**config.mk**
```make
export PLATFORM = sky130hd
export DESIGN_NAME = dbg_dump_tx
export DESIGN_NICKNAME = d
export VERILOG_FILES = /design/src/rtl/dbg_dump_tx.sv
export SDC_FILE = /design/constraint.sdc
export NUM_CORES = 1
export LEC_CHECK = 0
export CAP_MARGIN = 30
export CELL_PAD_IN_SITES_DETAIL_PLACEMENT = 1
export CELL_PAD_IN_SITES_GLOBAL_PLACEMENT = 2
export CORE_UTILIZATION = 32
export DETAILED_ROUTE_END_ITERATION = 6
export HOLD_SLACK_MARGIN = 0.15
export PLACE_DENSITY_LB_ADDON = 0.1
export SLEW_MARGIN = 15
export SYNTH_ARGS = -nofsm -noshare
export SYNTH_HDL_FRONTEND = slang
export SYNTH_SLANG_ARGS = --single-unit
```
**constraint.sdc**
```tcl
create_clock -name clk -period 3.4 [get_ports clk]
set_input_delay 0.85 -clock clk [delete_from_list [all_inputs] [get_ports clk]]
set_output_delay 0.85 -clock clk [all_outputs]
set_load 0.02 [all_outputs]
```
**src/rtl/dbg_dump_tx.sv**
```systemverilog
// dbg_dump_tx: snapshots the core PC and x0..x31 over the debug bus
// and streams them as a fixed 133-byte UART 8N1 frame.
module dbg_dump_tx #(
    parameter int CLKS_PER_BIT = 868,
    parameter int REG_SETTLE   = 1
) (
    input  logic        clk,
    input  logic        rst,
    input  logic        start,
    input  logic [31:0] dbg_pc,
    input  logic [31:0] dbg_reg_data,
    output logic [4:0]  dbg_reg_sel,
    output logic        uart_tx,
    output logic        busy,
    output logic        done
);
    localparam int BW = $clog2(CLKS_PER_BIT);
    localparam int SW = (REG_SETTLE > 1) ? $clog2(REG_SETTLE) : 1;

    typedef enum logic [2:0] {
        S_IDLE, S_SYNC, S_PC, S_SEL, S_SETTLE, S_REG
    } main_e;

    typedef enum logic [1:0] {
        TX_IDLE, TX_START, TX_DATA, TX_STOP
    } tx_e;

    main_e       state_q, state_d;
    tx_e         tx_q, tx_d;
    logic [BW-1:0] baud_q, baud_d;
    logic [2:0]  bit_q, bit_d;
    logic [7:0]  shift_q, shift_d;
    logic [31:0] word_q, word_d;
    logic [1:0]  bcnt_q, bcnt_d;
    logic [4:0]  sel_q, sel_d;
    logic [SW-1:0] scnt_q, scnt_d;
    logic        done_q, done_d;

    logic        load;
    logic [7:0]  load_byte;
    logic        bit_end;
    logic        byte_done;
    logic        settle_end;

    assign bit_end    = (baud_q == BW'(CLKS_PER_BIT - 1));
    assign byte_done  = (tx_q == TX_STOP) && bit_end;
    assign settle_end = (state_q == S_SEL && REG_SETTLE == 0) ||
                        (state_q == S_SETTLE &&
                         int'(scnt_q) == REG_SETTLE - 1);

    // Main FSM state and frame datapath registers
    always_ff @(posedge clk) begin
        if (rst) begin
            state_q <= S_IDLE;
            word_q  <= '0;
            bcnt_q  <= '0;
            sel_q   <= '0;
            scnt_q  <= '0;
            done_q  <= 1'b0;
        end else begin
            state_q <= state_d;
            word_q  <= word_d;
            bcnt_q  <= bcnt_d;
            sel_q   <= sel_d;
            scnt_q  <= scnt_d;
            done_q  <= done_d;
        end
    end

    // Main next-state: sequence sync, PC bytes, then each register word
    always_comb begin
        state_d   = state_q;
        word_d    = word_q;
        bcnt_d    = bcnt_q;
        sel_d     = sel_q;
        scnt_d    = scnt_q;
        done_d    = 1'b0;
        load      = 1'b0;
        load_byte = 8'h00;
        unique case (state_q)
            S_IDLE: begin
                if (start) begin
                    state_d   = S_SYNC;
                    word_d    = dbg_pc;
                    load      = 1'b1;
                    load_byte = 8'hA5;
                end
            end
            S_SYNC: begin
                if (byte_done) begin
                    state_d   = S_PC;
                    bcnt_d    = 2'd0;
                    load      = 1'b1;
                    load_byte = word_q[7:0];
                    word_d    = {8'h00, word_q[31:8]};
                end
            end
            S_PC, S_REG: begin
                if (byte_done) begin
                    if (bcnt_q != 2'd3) begin
                        bcnt_d    = bcnt_q + 2'd1;
                        load      = 1'b1;
                        load_byte = word_q[7:0];
                        word_d    = {8'h00, word_q[31:8]};
                    end else if (state_q == S_PC) begin
                        state_d = S_SEL;
                        sel_d   = 5'd0;
                    end else if (sel_q == 5'd31) begin
                        state_d = S_IDLE;
                        done_d  = 1'b1;
                    end else begin
                        state_d = S_SEL;
                        sel_d   = sel_q + 5'd1;
                    end
                end
            end
            S_SEL, S_SETTLE: begin
                if (settle_end) begin
                    state_d   = S_REG;
                    bcnt_d    = 2'd0;
                    load      = 1'b1;
                    load_byte = dbg_reg_data[7:0];
                    word_d    = {8'h00, dbg_reg_data[31:8]};
                end else if (state_q == S_SEL) begin
                    state_d = S_SETTLE;
                    scnt_d  = '0;
                end else begin
                    scnt_d = scnt_q + SW'(1);
                end
            end
            default: state_d = S_IDLE;
        endcase
    end

    // Main outputs
    always_comb begin
        busy        = (state_q != S_IDLE);
        done        = done_q;
        dbg_reg_sel = sel_q;
    end

    // Byte serializer state registers
    always_ff @(posedge clk) begin
        if (rst) begin
            tx_q    <= TX_IDLE;
            baud_q  <= '0;
            bit_q   <= '0;
            shift_q <= '0;
        end else begin
            tx_q    <= tx_d;
            baud_q  <= baud_d;
            bit_q   <= bit_d;
            shift_q <= shift_d;
        end
    end

    // Byte serializer next-state; a new byte may chain off the stop bit
    always_comb begin
        tx_d    = tx_q;
        baud_d  = bit_end ? '0 : baud_q + BW'(1);
        bit_d   = bit_q;
        shift_d = shift_q;
        unique case (tx_q)
            TX_IDLE: begin
                baud_d = '0;
                if (load) begin
                    tx_d    = TX_START;
                    shift_d = load_byte;
                end
            end
            TX_START: begin
                if (bit_end) begin
                    tx_d  = TX_DATA;
                    bit_d = 3'd0;
                end
            end
            TX_DATA: begin
                if (bit_end) begin
                    shift_d = {1'b0, shift_q[7:1]};
                    if (bit_q == 3'd7) tx_d = TX_STOP;
                    else bit_d = bit_q + 3'd1;
                end
            end
            TX_STOP: begin
                if (bit_end) begin
                    if (load) begin
                        tx_d    = TX_START;
                        shift_d = load_byte;
                    end else begin
                        tx_d = TX_IDLE;
                    end
                end
            end
            default: tx_d = TX_IDLE;
        endcase
    end

    // Serial line level from serializer state
    always_comb begin
        unique case (tx_q)
            TX_START: uart_tx = 1'b0;
            TX_DATA:  uart_tx = shift_q[0];
            default:  uart_tx = 1'b1;
        endcase
    end
endmodule

```
# After elaboration in Yosys (flattened, before gate mapping)
# Index checks and enable logic that the tools add are counted.
op_classes:
  addsub: 5
  n_eq_ne: 26
  n_mux: 52
  bitwise_logic: 5
  reduce_logical: 21
op_table:
  columns: ["cell", "n"]
  rows:
  - ["$mux W32", 5]
  - ["$pmux W32 S4", 1]
  - ["$mux W8", 8]
  - ["$pmux W8 S4", 1]
  - ["$ne A2 B2 Y1 const B", 14]
  - ["$mux W3", 9]
  - ["$pmux W8 S3", 1]
  - ["$mux W2", 11]
  - ["$reduce_and A5 Y1", 3]
  - ["$pmux W3 S4", 1]
  - ["$add A10 B1 Y10 const B", 1]
  - ["$eq A10 B10 Y1 const B", 1]
  - ["$mux W5", 2]
  - ["$eq A3 B3 Y1 const B", 3]
  - ["$reduce_bool A3 Y1", 3]
  - ["$mux W1", 8]
  - ["$pmux W2 S4", 1]
  - ["$reduce_and A4 Y1", 2]
  - ["$eq A3 B2 Y1 const B", 2]
  - ["$pmux W2 S3", 1]
  - ["$pmux W3 S2", 1]
  - ["$reduce_and A6 Y1", 1]
  - ["$add A5 B1 Y5 const B", 1]
  - ["$eq A5 B5 Y1 const B", 1]
  - ["20 further kinds", 27]
word_totals:
  register_bits: 67
  wordCells: 119

# Depth between registers and ports, before layout
# Gate-level depths: netlist of run 1.
depth:
  ltp_word: 7
  depth_mapped: 9
  depth_no_buf: 8

# Least setup slack after synthesis of run 1
# OpenSTA, ideal clock, no wires.
synth_timing:
  kind: "reg-to-output"
  start: "register tx_q[0]"
  end: "output port uart_tx"
  t_arrival_ns: 1.496
  required_ns: 2.550
  slack_ns: 1.054
  path_stages_with_launch: 6
  path_cell_list: "dfxtp_1 inv_1 ha_1 buf_2 buf_1 mux2i_1"
synth_between:
  elab_chain_len: 2
  word_cells_on_any_way: 3
  classes_between: "eq/ne (2); mux (1)"
synth_rtl:
  columns: ["item", "line", "source"]
  rows:
  - ["from (decl)", "29", "tx_e tx_q, tx_d;"]
  - ["from (signal assigned)", "150", "tx_q <= tx_d;"]
  - ["$eq A2 B2 Y1 or $eq A2 B1 Y1 (tied branches)", "200", "unique case (tx_q)"]
  - ["$pmux W1 S2 (*)", "200", null]
  - ["to (decl)", "13", "output logic uart_tx,"]
# Every way passes the cells marked *; elsewhere a longest branch is shown, timed or not.

# Worst setup path in the final report of run 1
# Same ends and word-level chain as after synthesis.

==> impl_metrics.toml, run 1 <==
[routing]
first_iter_violations = 111
wl_per_cell_um = 16.0
vias = 3246
drc = 0
ant_nets = 0
finalWirelength_mm = 9.81
firstDrtPassIters = 4
vias_per_cell = 5.30

[synthesis]
syn_nets = 488
synth_common_cells = "dfxtp_1, nor2_1, nand2_1, a21oi_1, a22oi_1"
synthCells = 411
synthFlopType = "dfxtp_1"
avgSynthCellArea_um2 = 8.39
seq_area_frac_synth_pct = 38.9
ys_top_cells_by_area = "dfxtp_1, a311oi_1, a22oi_1, a21oi_1, nor2_1"
yosys_warnings = 0
synth_top_area_share_pct = 38.9
synth_most_common_cell = "dfxtp_1"
netlist_area_um2 = 3450
postSynthRegisterBits = 67
synth_edf_count = 0
async_reset_ff_share_pct = 0
synth.largest_area_cell = "dfxtp_1"
synth.distinct_cells = 57

[sta]
finalSetupViolations = 0
fin_crit_ns = 2.80
skew_ns = 0.00870
fin_crit_sh_pct = 82.4
slew-limit-headroom_pct = 53.6
fmax_mhz = 357
rsz0062_at_grt = "false"
worst_pin_slew_ns = 0.686
timing_hold_violations_final = 0
finalMaxSlewViolations = 0
finalSetupTns_ns = 0

[setup_path]
r2r_slack_ns = 0.84
path_class = "register to output pin"
end_kind = "output pin"
crit_path_start_kind = "register"
reg2reg_depth = 7
cp_max_fo = 5
crit_arrival_ns = 1.95
cp_data_required_time_ns = 2.55

[cells_and_area]
seq_area_um2 = 1340
fin_util_pct = 42.7
num_antenna_cells = 0
multiInputGateArea_um2 = 1940
nNetsFinal = 549
syn_to_final_growth_pct = 28.5
layout-drive-gt1-share_pct = 7.14
fin_area_um2 = 4430
stdcell_count = 612
fillers = 1226

[worst_hold_path]
holdPathStages = 1
hp-class = "register to register"

[placed_design]
dp_cells = 596
dp_hpwl_mm = 6.84
io_buffer_count = 74
dpl_cell_area_um2 = 4250
gp_congestion = 0.734

[job]
cap_violations = 0

[floorplanning]
fp.dieArea_um2 = 11200
rows = 37
num_io_pins = 75
die_x_um = 106
fp.dieH_um = 106
core_um2 = 10400
initial_utilization_pct = 33.2

[grt]
grt_pass1_vias = 3260
track_usage_pct = 18.7
grt_overflow = 0
antenna_found_initial = 0
grt_pass1_wl_mm = 16.4
grt_max_degree = 58

[power_and_ir_drop]
p_leak_nw = 1.57
powerDensity_nw_per_um2 = 710
total_power_mw = 3.14
ir_worst_vdd_mv = 0.335

[clocking]
path_clk_slew_ns = 0.07
hold_buffers = 0
clk_path_buf_depth = 2
insertion_delay_ns = 0.36
cts.htree.levels = 3
cts_setup_buffers = 0
cts_tree = "built"
cts_resized = 0
numCtsBuffers = 9
clock-sinks = 67
cts-root-buf = "clkbuf_8"

[status]
outcome = "finished, final reports clean"
==> critical path, stage by stage, from the launching register on <==
cell and delay, ns:
dfxtp_1 0.33, inv_1 0.15, ha_1 0.26, mux2i_1 0.23, clkdlybuf4s50_1 0.62
==> sequential cells by signal (all words and copies together), names as in the netlist <==
signal and cells:
baud_q 10, bcnt_q 2, bit_q 3, dbg_reg_sel 5, done 1, scnt_q 1
shift_q 8, state_q 3, tx_q 2, word_q 32
==> kinds of logic after synthesis <==
group	share of synthesized area, %
multiplexers	1.49
flip-flops	38.9
AND/OR/NAND/NOR	23.1
buffers and inverters	5.01
AO/OA/AOI/OAI	25.8
adder cells (fa/ha/maj)	3.63
XOR/XNOR	2.03
==> metrics by stage <==
step                hold slack (ns)  worst slack (ns)
finish                        0.453             0.598
global route                  0.480             0.494
CTS                           0.459             0.551
detailed placement            0.446             0.629
global placement              0.435             0.673
floorplan                     0.418              1.05
==> metal layers <==
metal | up-vias | wire [um] | track usage (%)
met5 | - | 0 | 0
met4 | 0 | 104 | 5.65
met3 | 11 | 481 | 5.26
met2 | 68 | 4690 | 30.4
met1 | 1546 | 4530 | 24.0
li1 | 1621 | - | -
==> worst paths after layout <==
| path | startpoint | to |
|---|---|---|
| min | baud_q[0] | baud_q[0] |
| max | tx_q[0] | uart_tx |
| max reg2reg | baud_q[0] | word_q[19] |
| min reg2reg | baud_q[0] | baud_q[0] |
==> where the power goes <==
part           leakage (nW)  switching [mW]  internal [mW]
Combinational         0.928           0.855          0.542
Sequential            0.548           0.140          0.975
Clock                0.0902           0.298          0.333
Total                  1.57            1.29           1.85
==> layout by cell type, fill, tap and decap left out, types with 2 or more instances in the layout <==
cell	netlist	layout
a311oi_1	24	24
a22o_1	6	6
buf_4	3	7
nand3b_1	2	2
or3b_1	2	2
clkdlybuf4s50_1	0	73
nand3_1	14	14
mux2i_1	4	4
a22oi_1	27	27
nand2_1	42	42
clkbuf_1	18	3
nor2b_1	3	3
nor2_1	49	48
nand2b_1	7	7
a21oi_1	38	38
dfxtp_1	67	67
xnor2_1	5	5
and3_1	4	4
and2_1	3	3
nor3_1	3	3
nor3b_1	3	3
xor2_1	3	3
clkbuf_8	0	9
clkinv_2	0	2
inv_1	4	4
ha_1	10	10
or3_1	10	10
o21ai_0	18	18
nor4b_1	3	3
==> final cells by class <==
class | count | area share (%)
clock buffer | 12 | 3.05
clock inverter | 3 | 0.904
inverter | 4 | 0.339
multi-input combinational | 309 | 43.8
sequential | 67 | 30.3
tap | 136 | 3.84
timing repair buffer | 81 | 17.8
(Power assumes the default switching activity.)
==> run 2: changes to the inputs <==
--- a/config.mk
+++ b/config.mk
@@ -8,7 +8,7 @@
 export CAP_MARGIN = 30
 export CELL_PAD_IN_SITES_DETAIL_PLACEMENT = 1
 export CELL_PAD_IN_SITES_GLOBAL_PLACEMENT = 2
-export CORE_UTILIZATION = 32
+export CORE_UTILIZATION = 27
 export DETAILED_ROUTE_END_ITERATION = 6
 export HOLD_SLACK_MARGIN = 0.15
 export PLACE_DENSITY_LB_ADDON = 0.1
==> constraint.sdc (replaced) <==
create_clock -name clk -period 2.55 [get_ports clk]
set_input_delay 0.6375 -clock clk [delete_from_list [all_inputs] [get_ports clk]]
set_output_delay 0.6375 -clock clk [all_outputs]
set_load 0.02 [all_outputs]
==> impl_metrics.toml, run 2 (same netlist as run 1, synthesis figures left out) <==
[status]
outcome = "finished, final reports clean"

[floorplanning]
fp.dieH_um = 115
num_io_pins = 75
rows = 40
initial_utilization_pct = 28.2
die_x_um = 115
fp.dieArea_um2 = 13200
core_um2 = 12200

[power_and_ir_drop]
power_switching_share_pct = 38.7
p_seq_share_pct = 30.5
p_leak_nw = 1.70
ir_worst_vdd_mv = 0.445
powerDensity_nw_per_um2 = 1020
clockPowerShare_pct = 25.4
switchingPower_mw = 1.85
p_int_mw = 2.93
comb_power_share_pct = 44.1

[clocking]
clock-sinks = 67
cts-root-buf = "clkbuf_16"
path_clk_slew_ns = 0.06
cts.htree.levels = 3
cts_tree = "built"
clk_path_buf_depth = 2
numCtsBuffers = 9
insertion_delay_ns = 0.33

[setup_path]
crit_arrival_ns = 1.83
crit_path_start_kind = "register"
cp_data_required_time_ns = 1.91
path_class = "register to output pin"
critical_path.top_delay_family = "buffers and inverters"
worst-path-buf-inv = 2
crit_path_cell_trace = "buf_4, or3_1, clkdlybuf4s50_1"
cp_max_fo = 10
end_kind = "output pin"
worst_path_max_delay_cell = "clkdlybuf4s50_1"
critical-path-max-stage-delay_ns = 0.55

[sta]
timing_hold_violations_final = 0
skew_ns = 0.00546
rsz0062_at_grt = "false"
fin_crit_sh_pct = 96.8
worst_pin_slew_ns = 0.587
finalMaxSlewViolations = 0
slew-limit-headroom_pct = 60.8
finalSetupViolations = 0
fin_crit_ns = 2.47
finalSetupTns_ns = 0
fmax_mhz = 405

[placed_design]
io_buffer_count = 74
dp_hpwl_mm = 7.83
gp_congestion = 0.740

[cells_and_area]
regMostFlops = "word_q"
final_common_cell = "clkdlybuf4s50_1"
top_regs = "word_q x32, baud_q x10, shift_q x8"
largest_reg_flops = 32
layout_common_cells = "clkdlybuf4s50_1, dfxtp_1, nor2_1"
fin_util_pct = 38.6
nNetsFinal = 565
num_antenna_cells = 0
syn_to_final_growth_pct = 36.6
layout-drive-gt1-share_pct = 10.4

[job]
cap_violations = 0

[grt]
track_usage_pct = 17.1
grt_max_degree = 30
grt_pass1_vias = 3385
antenna_found_initial = 0
grt_pass1_wl_mm = 17.3
grt_overflow = 0

[routing]
vias = 3323
drc = 0
finalWirelength_mm = 10.8
wl_per_cell_um = 16.3
firstDrtPassIters = 4
vias_per_cell = 5.04
first_iter_violations = 162
ant_nets = 0

[worst_hold_path]
hp-class = "register to register"
run 2: cell types whose count changed in the layout (fill, tap and decap cells not counted), sizes merged:
cell / change
buf: +16
clkbuf: -1
clkdlybuf4s50: -1
dlygate4sd2: +1
run 2: metrics by stage:
step	std cells	setup WS, ns	hold slack, ns	power, mW	instance area [um2]
2_1_floorplan	411	0.416	0.418	2.92	3450
3_3_place_gp	642	0.0582	0.427	3.55	4400
3_5_place_dp	642	0.0850	0.441	3.61	4400
4_1_cts	656	0.0630	0.449	4.85	4690
5_1_grt	659	0.0388	0.470	5.15	4710
6_report	659	0.0819	0.444	4.79	4710
run 2: routing by layer:
layer,GRT usage [%],wire [um],vias up
li1,-,-,1664
met1,22.2,5130,1586
met2,27.2,5050,59
met3,5.17,409,14
met4,5.45,178,0
met5,0,0,-
run 2: worst register-to-register path: stages (launching register included):
cell and delay (ns):
dfxtp_1 0.38, buf_4 0.19, nand2b_1 0.20, or3b_2 0.48, a31o_4 0.28, and2_4 0.23, buf_4 0.19, a311oi_1 0.25
run 2: layout make-up:
class                      count  area (um2)
multi-input combinational    309        1940
clock inverter                 3        40.0
fill                        1470        7500
tap                          168         210
clock buffer                  11         243
sequential                    67        1340
inverter                       4        15.0
timing repair buffer          97         920
run 2: path summary, 6_finish.rpt:
check	from	end	slack, ns	depth (start not counted)
worst max-delay path	state_q[2]	busy	0.08	3
worst min-delay path	baud_q[0]	baud_q[0]	0.44	1
worst max register to register	state_q[0]	word_q[21]	0.24	7
worst min register to register	baud_q[0]	baud_q[0]	0.44	1
run 2: power groups by stage:
stage | combinational [mW] | clock [mW] | sequential (mW)
final | 2.11 | 1.22 | 1.46
after global placement | 2.07 | 0 | 1.48
after detailed placement | 2.13 | 0 | 1.48
after CTS | 2.13 | 1.26 | 1.46
after floorplan | 1.50 | 0 | 1.42
after global routing | 2.35 | 1.31 | 1.49
run 2: timing repair:
action                                  in CTS  in global routing
cloned                                       0                  0
hold buffers                                 0                  0
resized for setup                            1                  0
endpoints found under the setup margin       1                  1
buffers inserted                             0                  2
endpoints found under the hold margin        0                  0
pin swaps                                    0                  1
